### config.mk
export PLATFORM = sky130hd
export DESIGN_NAME = shift_add_multiplier
export DESIGN_NICKNAME = d
export VERILOG_FILES = /design/src/rtl/mult_pkg.sv /design/src/rtl/add_sub_n.sv /design/src/rtl/shift_add_multiplier.sv
export SDC_FILE = /design/constraint.sdc
export NUM_CORES = 1
export LEC_CHECK = 0
export ABC_AREA = 0
export CORE_MARGIN = 2
export CORE_UTILIZATION = 46
export DETAILED_ROUTE_END_ITERATION = 10
export GPL_ROUTABILITY_DRIVEN = 0
export PLACE_DENSITY = 0.74
export SYNTH_ARGS = -nofsm -noshare
export SYNTH_HDL_FRONTEND = slang
export SYNTH_SLANG_ARGS = --single-unit
### constraint.sdc
create_clock -name Clk -period 2.6 [get_ports Clk]
set_clock_uncertainty 0.2 [all_clocks]
set_input_delay 0.52 -clock Clk [delete_from_list [all_inputs] [get_ports Clk]]
set_output_delay 0.52 -clock Clk [all_outputs]
set_load 0.02 [all_outputs]
### src/rtl/mult_pkg.sv
// mult_pkg: shared FSM state encoding for the shift-add multiplier
package mult_pkg;
    typedef enum logic [1:0] {IDLE, ADD, SHIFT, DONE} mult_state_t;
endpackage

### src/rtl/add_sub_n.sv
// add_sub_n: N-bit adder/subtractor, subtract by inverting b with carry-in 1
module add_sub_n #(
    parameter int N = 9
) (
    input  logic [N-1:0] a,
    input  logic [N-1:0] b,
    input  logic         sub,
    output logic [N-1:0] sum
);
    assign sum = a + (b ^ {N{sub}}) + N'(sub);
endmodule

### src/rtl/shift_add_multiplier.sv
// shift_add_multiplier: sequential signed/unsigned shift-add multiplier with start/busy/done handshake
module shift_add_multiplier
    import mult_pkg::*;
#(
    parameter int WIDTH = 8
) (
    input  logic               Clk,
    input  logic               Reset,
    input  logic               Start,
    input  logic               Signed_Mode,
    input  logic [WIDTH-1:0]   Multiplicand,
    input  logic [WIDTH-1:0]   Multiplier,
    output logic               Busy,
    output logic               Done,
    output logic [2*WIDTH-1:0] Product,
    output logic               X
);
    localparam int CW = $clog2(WIDTH) + 1;
    mult_state_t state_q, state_d;
    logic [WIDTH-1:0] s_q, s_d, a_q, a_d, b_q, b_d;
    logic [CW-1:0] count_q, count_d;
    logic x_q, x_d, mode_q, mode_d, done_q, done_d;
    logic [WIDTH:0] a_ext, s_ext, sum;
    logic last;
    assign last  = count_q == CW'(WIDTH - 1);
    assign a_ext = {mode_q & a_q[WIDTH-1], a_q};
    assign s_ext = {mode_q & s_q[WIDTH-1], s_q};
    // the final multiplier bit carries negative weight in signed mode
    add_sub_n #(.N(WIDTH + 1)) u_add_sub (
        .a  (a_ext),
        .b  (s_ext),
        .sub(mode_q & last),
        .sum(sum)
    );
    always_comb begin
        state_d = state_q;
        s_d     = s_q;
        a_d     = a_q;
        b_d     = b_q;
        x_d     = x_q;
        mode_d  = mode_q;
        count_d = count_q;
        done_d  = state_q == DONE;
        case (state_q)
            IDLE: if (Start) begin
                s_d     = Multiplicand;
                b_d     = Multiplier;
                a_d     = '0;
                x_d     = 1'b0;
                mode_d  = Signed_Mode;
                count_d = '0;
                state_d = ADD;
            end
            ADD: begin
                if (b_q[0]) {x_d, a_d} = sum;
                state_d = SHIFT;
            end
            SHIFT: begin
                {a_d, b_d} = {x_q, a_q, b_q[WIDTH-1:1]};
                x_d        = mode_q & x_q;
                count_d    = count_q + CW'(1);
                state_d    = last ? DONE : ADD;
            end
            default: state_d = IDLE;
        endcase
    end
    always_ff @(posedge Clk) begin
        if (Reset) begin
            state_q <= IDLE;
            s_q     <= '0;
            a_q     <= '0;
            b_q     <= '0;
            x_q     <= 1'b0;
            mode_q  <= 1'b0;
            count_q <= '0;
            done_q  <= 1'b0;
        end else begin
            state_q <= state_d;
            s_q     <= s_d;
            a_q     <= a_d;
            b_q     <= b_d;
            x_q     <= x_d;
            mode_q  <= mode_d;
            count_q <= count_d;
            done_q  <= done_d;
        end
    end
    assign Busy    = state_q == ADD || state_q == SHIFT;
    assign Done    = done_q;
    assign Product = {a_q, b_q};
    assign X       = x_q;
endmodule

After elaboration in Yosys (flattened, before gate mapping). Index checks and enable logic that the tools add are counted.

Word-level logic and storage cells: 42. Flip-flop bits (word level): 33. Output and inout bits: 19.

Add/subtract/negate cells: 3. Equal/unequal tests: 6. Bitwise logic cells: 5. Reduce and logical (&&, ||, !) cells: 7. Muxes and demuxes: 13.

Operators by type and width (number): $mux W8 (3); $pmux W8 S3 (1); $pmux W8 S2 (1); $add A9 B1 Y9 (1); $add A9 B9 Y9 (1); $xor A9 B9 Y9 (1); $pmux W4 S2 (1); $pmux W2 S3 (1); $add A4 B1 Y4 const B (1); $and A1 B1 Y1 (4); $eq A2 B2 Y1 const B (2); $eq A4 B3 Y1 const B (1); $mux W2 (2); $mux W4 (1); $ne A2 B2 Y1 const B (2); $reduce_and A2 Y1 (2); $pmux W1 S3 (1); $reduce_and A3 Y1 (1); $reduce_bool A3 Y1 (1); $eq A2 B1 Y1 const B (1); $logic_not A2 Y1 (1); $mux W1 (2); $reduce_bool A2 Y1 (1); $logic_or A1 B1 Y1 (1).

Depth between registers and ports, before layout. Gate-level depths: netlist (run 1).

Depth in word-level cells: 7. Mapped depth: 10.

Hierarchy. From an unflattened synthesis (run 1), not the netlist that was laid out.

Cell total of the unflattened synthesis: 249. Area, all modules: 2133.3 um^2.

By module, submodules not included: shift_add_multiplier (area an instance 1644.1 um^2, times used 1, cells each 186); add_sub_n (area an instance 489.2 um^2, times used 1, cells each 63).

Worst setup path before layout (run 1). Ideal clock, no wire load.

Path type: register to register. Start point: reg count_q[0]. End point: reg a_q[7]. Arrival time: 2394 ps. Clock period less this slack: 2713 ps. Data required time: 2280 ps. Cell stages (with the launch flop): 11. Slack: -113 ps. Path through: dfxtp_1 -> ha_1 -> nand4b_1 -> buf_6 -> xnor2_1 -> ha_1 -> a31oi_1 -> o32ai_4 -> o21ai_2 -> mux2_1 -> a211o_1.

Word-level cells in the longest chain between the ends: 7.

Ends and longest elaborated chain: start: declaration (RTL line shift_add_multiplier.sv:21) `logic [CW-1:0] count_q, count_d;`; start signal: assignment (RTL line shift_add_multiplier.sv:84) `count_q <= count_d;`; $eq A4 B3 Y1 (*) (RTL line shift_add_multiplier.sv:25) `assign last = count_q == CW'(WIDTH - 1);`; $and A1 B1 Y1 (*) (RTL line shift_add_multiplier.sv:32) `.sub(mode_q & last),`; $xor A9 B9 Y9 (RTL line add_sub_n.sv:10) `assign sum = a + (b ^ {N{sub}}) + N'(sub);`; $add A9 B9 Y9 (RTL line add_sub_n.sv:10); $add A9 B1 Y9 (*) (RTL line add_sub_n.sv:10); $mux W8 (*) (RTL line shift_add_multiplier.sv:55) `if (b_q[0]) {x_d, a_d} = sum;`; $pmux W8 S3 (*) (RTL line shift_add_multiplier.sv:44) `case (state_q)`; end signal: assignment (RTL line shift_add_multiplier.sv:71) `a_q <= '0;`; end signal: assignment (RTL line shift_add_multiplier.sv:80) `a_q <= a_d;`; end: declaration (RTL line shift_add_multiplier.sv:20) `logic [WIDTH-1:0] s_q, s_d, a_q, a_d, b_q, b_d;`.

Mark *: on every way between the ends. The rest lies on a longest branch, timed or not. The select of a mux whose other input is x is not followed. A chain may end at the register's enable or synchronous reset.

Final worst setup path (run 1).
Start point: reg count_q[1]. End point: reg a_q[7].

The elaborated chain is that of the path after synthesis.

==> results.txt, run 1 <==
----------------------------------------------------
[Status]
  Status ... completed

[Timing]
  Final cycle utilization of the critical path ... 96.3%
  Worst hold slack after final layout ... 271 ps
  Setup repair after global routing missed its margin ... yes
  Post-route setup slack ... 96.0 ps
  Worst max-slew margin expressed relative to the limit ... 67.9%
  Final hold violations ... 0
  Final count of pins violating max slew ... 0
  Worst Max-Slew Pin Slew ... 477 ps
  Setup violation total in the final timing report ... 0
  Post-layout min period ... 2500 ps
  Maximum achievable frequency ... 399 MHz
  Fin Setup TNS ... 0 ps

[Critical path]
  Critical Path Sink ... a_q[7]
  Worst Path Required ... 2580 ps
  Reg2reg setup slack ... 100 ps
  Critical Path Fanout Max ... 4
  Setup crit end kind ... register
  Launch point of the critical path ... count_q[1]
  Launch instance of the worst register-to-register path ... count_q[1]
  Kind of critical path ... reg2reg
  Worst-case reg-to-reg path depth ... 10
  Worst reg2reg path endpoint ... a_q[7]
  Worst Path Arrival ... 2490 ps
  Startpoint class of the critical path ... register

[GRT]
  Congestion Overflow GR ... 0
  Initial antenna violation count ... 0
  Wire length of the first global-routing pass ... 7450 um
  Total global routing track utilization ... 21.0%
  Pin count of the biggest net entering global routing ... 34
  Via count of the first global-routing pass ... 1,689

[Routing]
  Met2 Wirelength ... 2140 um
  Post-route DRC ... 0
  Via/cell ratio ... 5.40
  Detailed Route Iter0 Violations ... 113
  Total wire length ... 4590 um
  Routed wire length per instance ... 13.1 um
  Total via count after detailed routing ... 1,884
  Number of antenna-violating nets in the routed design ... 0
  Met1 Wirelength ... 2120 um
  Sum of met3 wire segment lengths after detailed routing ... 240 um
  Topmost layer with routed signal wires ... met4
  Router iterations before antenna repair ... 4

[Min path]
  HP Start ... s_q[5]
  Hold Path Class ... reg2reg

[Clock network]
  Worst skew pair latency ... 290 ps
  Cts-stage hold buffer count ... 0
  Clock-pin slew on the worst setup and hold paths ... 70 ps
  Clock tree sinks ... 33
  Clock Root Buffer ... sky130_fd_sc_hd__clkbuf_8
  Number of H-tree levels ... 2
  TritonCTS clock tree ... yes
  Number of buffers created by CTS ... 5
  Maximum root-to-sink buffer count ... 2

[Layout]
  Area overhead of the layout relative to synthesis ... 41.0%
  Ratio of cells with drive above 1 in the final layout ... 17.7%
  Post-route standard cell area excluding fillers ... 2740 um^2
  Ant diodes ... 0
  Layout Cells excl Fill ... 349
  Fin nets ... 331
  Util after Layout ... 68.0%

[Power and ir drop]
  NetSw ... 456 uW
  Power density of the placed cells ... 507 nW/um^2
  Combinational share of power ... 31.0%
  Sequential power share ... 42.1%
  Internal Dissipation ... 932 uW
  Switching power as a share of total power ... 32.9%
  Lkg Pwr ... 1.08 nW
  Overall power ... 1.39 mW
  Clock share of power ... 26.9%
  Max IR drop VDD ... 0.348 mV

[Die]
  Die ar. ... 4760 um^2
  Floorplan Core Area ... 4030 um^2
  Overall die width ... 69.0 um
  Effective utilization at floorplan ... 48.2%
  Row Count ... 23
  Vertical extent of the die ... 69.0 um
  Number of primary I/O pins ... 39

[Run]
  Max-cap violation count ... 0

[Placement]
  Cell area after placement ... 2550 um^2
  Half-perimeter wire length after detailed placement ... 3310 um
  Worst slack, placed ... -154 ps
  Port-buffer cells ... 38
  DP Cell Count ... 339

[Synth]
  Most frequent cells after synthesis ... 33 x sky130_fd_sc_hd__dfxtp_1, 33 x sky130_fd_sc_hd__nand2_1, 25 x sky130_fd_sc_hd__nor2_1, 22 x sky130_fd_sc_hd__a21oi_1
  Number of warnings reported in the yosys synthesis log ... 0
  Number of unique standard cell types used by synthesis ... 37
  Flip-flop and latch count after synthesis ... 33
  Async set or reset register ratio after synthesis ... 0%
  Post-Syn Area ... 1940 um^2
  Gate count of the mapped netlist ... 236
  Cell type with the largest total area after synthesis ... sky130_fd_sc_hd__dfxtp_1
  Mean instance size in the synthesized netlist ... 8.23 um^2
  Syn nets ... 269
  Number of enable-type register cells in the synthesized netlist ... 0
  Post-synth top flop ... sky130_fd_sc_hd__dfxtp_1
  Post-synthesis sequential area ratio ... 34.0%
  Area fraction of the dominant cell type after synthesis ... 34.0%
  Largest cells by area after synthesis ... sky130_fd_sc_hd__dfxtp_1 34%, sky130_fd_sc_hd__ha_1 7.7%, sky130_fd_sc_hd__nand2_1 6.4%

----------------------------------------------------
layout make-up:
type	instances	area, um^2
flip-flops and latches	33	663
well taps	50	62.6
fillers	333	1290
clock buffers	6	72.6
repair buffers	67	609
multi-input cells	186	1300
clock inverters	2	10.0
inverters	5	18.8
registers in the layout, indices dropped and copies added (netlist names):
| name | count |
|---|---|
| mode_q | 1 |
| b_q | 8 |
| count_q | 4 |
| X | 1 |
| s_q | 8 |
| Done | 1 |
| state_q | 2 |
| a_q | 8 |
power by group through the flow:
stage | sequential [mW] | combinational [mW] | clock, mW
finish | 0.584 | 0.430 | 0.374
global route | 0.591 | 0.477 | 0.396
CTS | 0.582 | 0.424 | 0.383
detailed placement | 0.594 | 0.421 | 0
global placement | 0.593 | 0.417 | 0
floorplan | 0.615 | 0.234 | 0
layer usage:
| metal | vias up | track usage, % |
|---|---|---|
| li1 | 960 | - |
| met4 | 0 | 10.0 |
| met3 | 10 | 4.06 |
| met2 | 52 | 33.8 |
| met1 | 862 | 27.1 |
| met5 | - | 0 |
critical path: stages (launching register included):
cell and delay (ps):
sky130_fd_sc_hd__dfxtp_2 350, sky130_fd_sc_hd__ha_4 140, sky130_fd_sc_hd__nand4b_1 110, sky130_fd_sc_hd__buf_6 160, sky130_fd_sc_hd__xnor2_1 130, sky130_fd_sc_hd__ha_1 370, sky130_fd_sc_hd__nand2_2 90, sky130_fd_sc_hd__o32ai_4 230
sky130_fd_sc_hd__o21ai_2 100, sky130_fd_sc_hd__mux2_4 300, sky130_fd_sc_hd__a211o_1 220
worst min path at each step:
stage          endpoint  cells past startpoint
3_5_place_dp     s_q[6]                      2
6_report         s_q[5]                      2
4_1_cts          s_q[6]                      2
5_1_grt          s_q[2]                      2
2_1_floorplan    s_q[2]                      2
3_3_place_gp     s_q[2]                      2
kinds of logic after synthesis:
group,Yosys count,synth area share (%)
simple gates,82,18.7
compound gates,66,22.9
flops,33,34.0
buf+inv,17,3.67
xor+xnor,14,6.31
fa+ha+maj,13,8.76
mux,11,5.73
repair_timing:
action / in CTS / in global routing
resized for setup: 3 / 17
pin swaps: 1 / 18
setup buffers: 1 / 1
setup endpoints to repair: 5 / 5
gates cloned: 0 / 0
layout by cell type, fill, tap and decap left out, types with 2 or more instances in the layout:
cell type	n
sky130_fd_sc_hd__a211oi_1	11
sky130_fd_sc_hd__a21o_1	2
sky130_fd_sc_hd__a21oi_1	21
sky130_fd_sc_hd__a22oi_1	4
sky130_fd_sc_hd__a2bb2oi_1	4
sky130_fd_sc_hd__a31oi_1	2
sky130_fd_sc_hd__buf_4	27
sky130_fd_sc_hd__clkbuf_8	5
sky130_fd_sc_hd__clkdlybuf4s50_1	38
sky130_fd_sc_hd__clkinv_2	2
sky130_fd_sc_hd__dfxtp_1	31
sky130_fd_sc_hd__dfxtp_2	2
sky130_fd_sc_hd__ha_1	9
sky130_fd_sc_hd__ha_4	2
sky130_fd_sc_hd__inv_1	5
sky130_fd_sc_hd__mux2i_1	10
sky130_fd_sc_hd__nand2_1	32
sky130_fd_sc_hd__nand2b_1	5
sky130_fd_sc_hd__nand3_1	5
sky130_fd_sc_hd__nand4b_1	2
sky130_fd_sc_hd__nor2_1	25
sky130_fd_sc_hd__nor2b_1	3
sky130_fd_sc_hd__nor3_1	4
sky130_fd_sc_hd__o21ai_0	7
sky130_fd_sc_hd__o21ai_2	2
sky130_fd_sc_hd__o22ai_1	2
sky130_fd_sc_hd__or3_1	2
sky130_fd_sc_hd__xnor2_1	7
sky130_fd_sc_hd__xor2_1	5
Note: power is estimated with default switching activity, not from simulation.
==> inputs of run 2 (changes only) <==
- clock period: 2.6 -> 2.1 ns (I/O delays scaled with it)
==> results.txt, run 2 (synthesis results as in run 1) <==
----------------------------------------------------
[Critical path]
  Worst Path Buf+Inv ... 1
  Critical Path Fanout Max ... 7
  Launch point of the critical path ... count_q[0]
  CP cell instances ... ha_4 -> nand4b_1 -> buf_6 -> xnor2_2 -> ha_4 -> nand2_2 -> o32ai_4 -> o21ai_2 -> mux2_4 -> a211o_1
  Setup crit end kind ... register
  Crit path max-delay family ... compound AO/OA/AOI/OAI gates
  Launch instance of the worst register-to-register path ... count_q[0]
  CP max-delay cell ... sky130_fd_sc_hd__dfxtp_2
  Startpoint class of the critical path ... register
  Kind of critical path ... reg2reg
  Worst Path Required ... 2080 ps
  CP max stage delay ... 350 ps
  Worst Path Arrival ... 2480 ps
  Cell mode on critical path ... sky130_fd_sc_hd__ha_4

[Status]
  Status ... finished, violations left
  Violated checks ... negative setup slack

[Placement]
  Half-perimeter wire length after detailed placement ... 3790 um
  Worst slack, placed ... -473 ps
  DP Cell Count ... 356
  Port-buffer cells ... 38

[Power and ir drop]
  Lkg Pwr ... 1.22 nW
  Max IR drop VDD ... 0.503 mV
  Power density of the placed cells ... 612 nW/um^2

[Layout]
  Area overhead of the layout relative to synthesis ... 52.5%
  Fin nets ... 352
  Most used cells in the layout excluding fill and tap cells ... 46 x sky130_fd_sc_hd__buf_4, 36 x sky130_fd_sc_hd__clkdlybuf4s50_1, 30 x sky130_fd_sc_hd__dfxtp_1, 30 x sky130_fd_sc_hd__nand2_1, 22 x sky130_fd_sc_hd__nor2_1
  Ratio of cells with drive above 1 in the final layout ... 26.3%
  Layout Cells excl Fill ... 370
  Fill cell total of the finished layout ... 303
  Ant diodes ... 0
  Largest registers ranked by flip-flop count ... a_q x8, b_q x8, s_q x8
  Most common cell after layout, fill and taps aside ... sky130_fd_sc_hd__buf_4

[Timing]
  Final cycle utilization of the critical path ... 119%
  Setup violation total in the final timing report ... 8
  Maximum achievable frequency ... 400 MHz
  Post-route setup slack ... -398 ps
  Setup repair after global routing missed its margin ... yes
  Worst Max-Slew Pin Slew ... 404 ps
  Final count of pins violating max slew ... 0
  Post-layout min period ... 2500 ps
  Final hold violations ... 0
  Worst max-slew margin expressed relative to the limit ... 72.8%

[Die]
  Floorplan Core Area ... 4030 um^2
  Vertical extent of the die ... 69.0 um
  Row Count ... 23
  Effective utilization at floorplan ... 48.2%
  Overall die width ... 69.0 um
  Die ar. ... 4760 um^2
  Number of primary I/O pins ... 39

[Clock network]
  Maximum root-to-sink buffer count ... 2
  TritonCTS clock tree ... yes
  Number of H-tree levels ... 2
  Clock-pin slew on the worst setup and hold paths ... 70 ps
  Number of buffers created by CTS ... 5
  Cts-stage hold buffer count ... 0
  Worst skew pair latency ... 280 ps
  Clock Root Buffer ... sky130_fd_sc_hd__clkbuf_8
  Clock tree sinks ... 33

[GRT]
  Via count of the first global-routing pass ... 1,830
  Wire length of the first global-routing pass ... 8400 um
  Total global routing track utilization ... 24.0%
  Congestion Overflow GR ... 0
  Initial antenna violation count ... 0
  Pin count of the biggest net entering global routing ... 34

[Routing]
  Routed wire length per instance ... 14.9 um
  Via/cell ratio ... 5.35
  Router iterations before antenna repair ... 5
  Post-route DRC ... 0
  Number of antenna-violating nets in the routed design ... 0
  Detailed Route Iter0 Violations ... 113
  Total wire length ... 5500 um
  Total via count after detailed routing ... 1,978

[Run]
  Max-cap violation count ... 0

[Min path]
  Hold Path Class ... reg2reg
  HP Start ... s_q[3]

----------------------------------------------------
## run 2: area by class of cell
type	instances	area [um^2]	share of cell area (%)
clock buffers	6	72.6	2.45
clock inverters	2	10.0	0.338
inverters	5	18.8	0.633
multi-input cells	186	1360	46.0
flip-flops and latches	33	664	22.4
well taps	50	62.6	2.11
repair buffers	88	772	26.1
## run 2: worst paths after layout
| kind | end | slack (ps) | depth (start not counted) |
|---|---|---|---|
| max | a_q[7] | -400 | 10 |
| min | s_q[3] | 270 | 2 |
| max reg2reg | a_q[7] | -400 | 10 |
| min reg2reg | s_q[3] | 270 | 2 |
## run 2: power breakdown
part	internal (mW)	switching, mW	total (mW)	leakage, nW
sequential	0.678	0.0437	0.721	0.271
clock	0.230	0.237	0.467	0.0450
combinational	0.303	0.321	0.624	0.907
total	1.21	0.602	1.81	1.22
## run 2: timing repair
action,4_1_cts,5_1_grt
endpoints found under the setup margin,9,11
pin swaps,15,9
gates resized for setup,13,14
cloned,0,0
setup buffers,3,3
## run 2: layer usage
layer  track usage, %  wire [um]
met1             29.8       2400
met2             40.5       2680
met3             5.68        257
met4             8.33        153
met5                0          0
## run 2: per-stage QoR
| step | utilization (%) | cell area (um^2) | setup TNS [ps] | hold slack [ps] | power (mW) |
|---|---|---|---|---|---|
| 2_1_floorplan | - | 2020 | -1290 | 249 | 1.06 |
| 3_3_place_gp | 68.0 | 2740 | -2110 | 259 | 1.32 |
| 3_5_place_dp | 68.0 | 2740 | -2520 | 266 | 1.33 |
| 4_1_cts | 71.9 | 2900 | -1970 | 276 | 1.80 |
| 5_1_grt | 73.5 | 2960 | -3230 | 298 | 1.90 |
| 6_report | 73.5 | 2960 | -2260 | 275 | 1.81 |
## run 2: worst register-to-register path, delay by kind of cell, from the launching register on
family | cells | cell delay, ps
buf+inv | 1 | 180
flops | 1 | 350
mux | 1 | 300
xor+xnor | 1 | 170
compound gates | 3 | 570
simple gates | 2 | 180
fa+ha+maj | 2 | 450
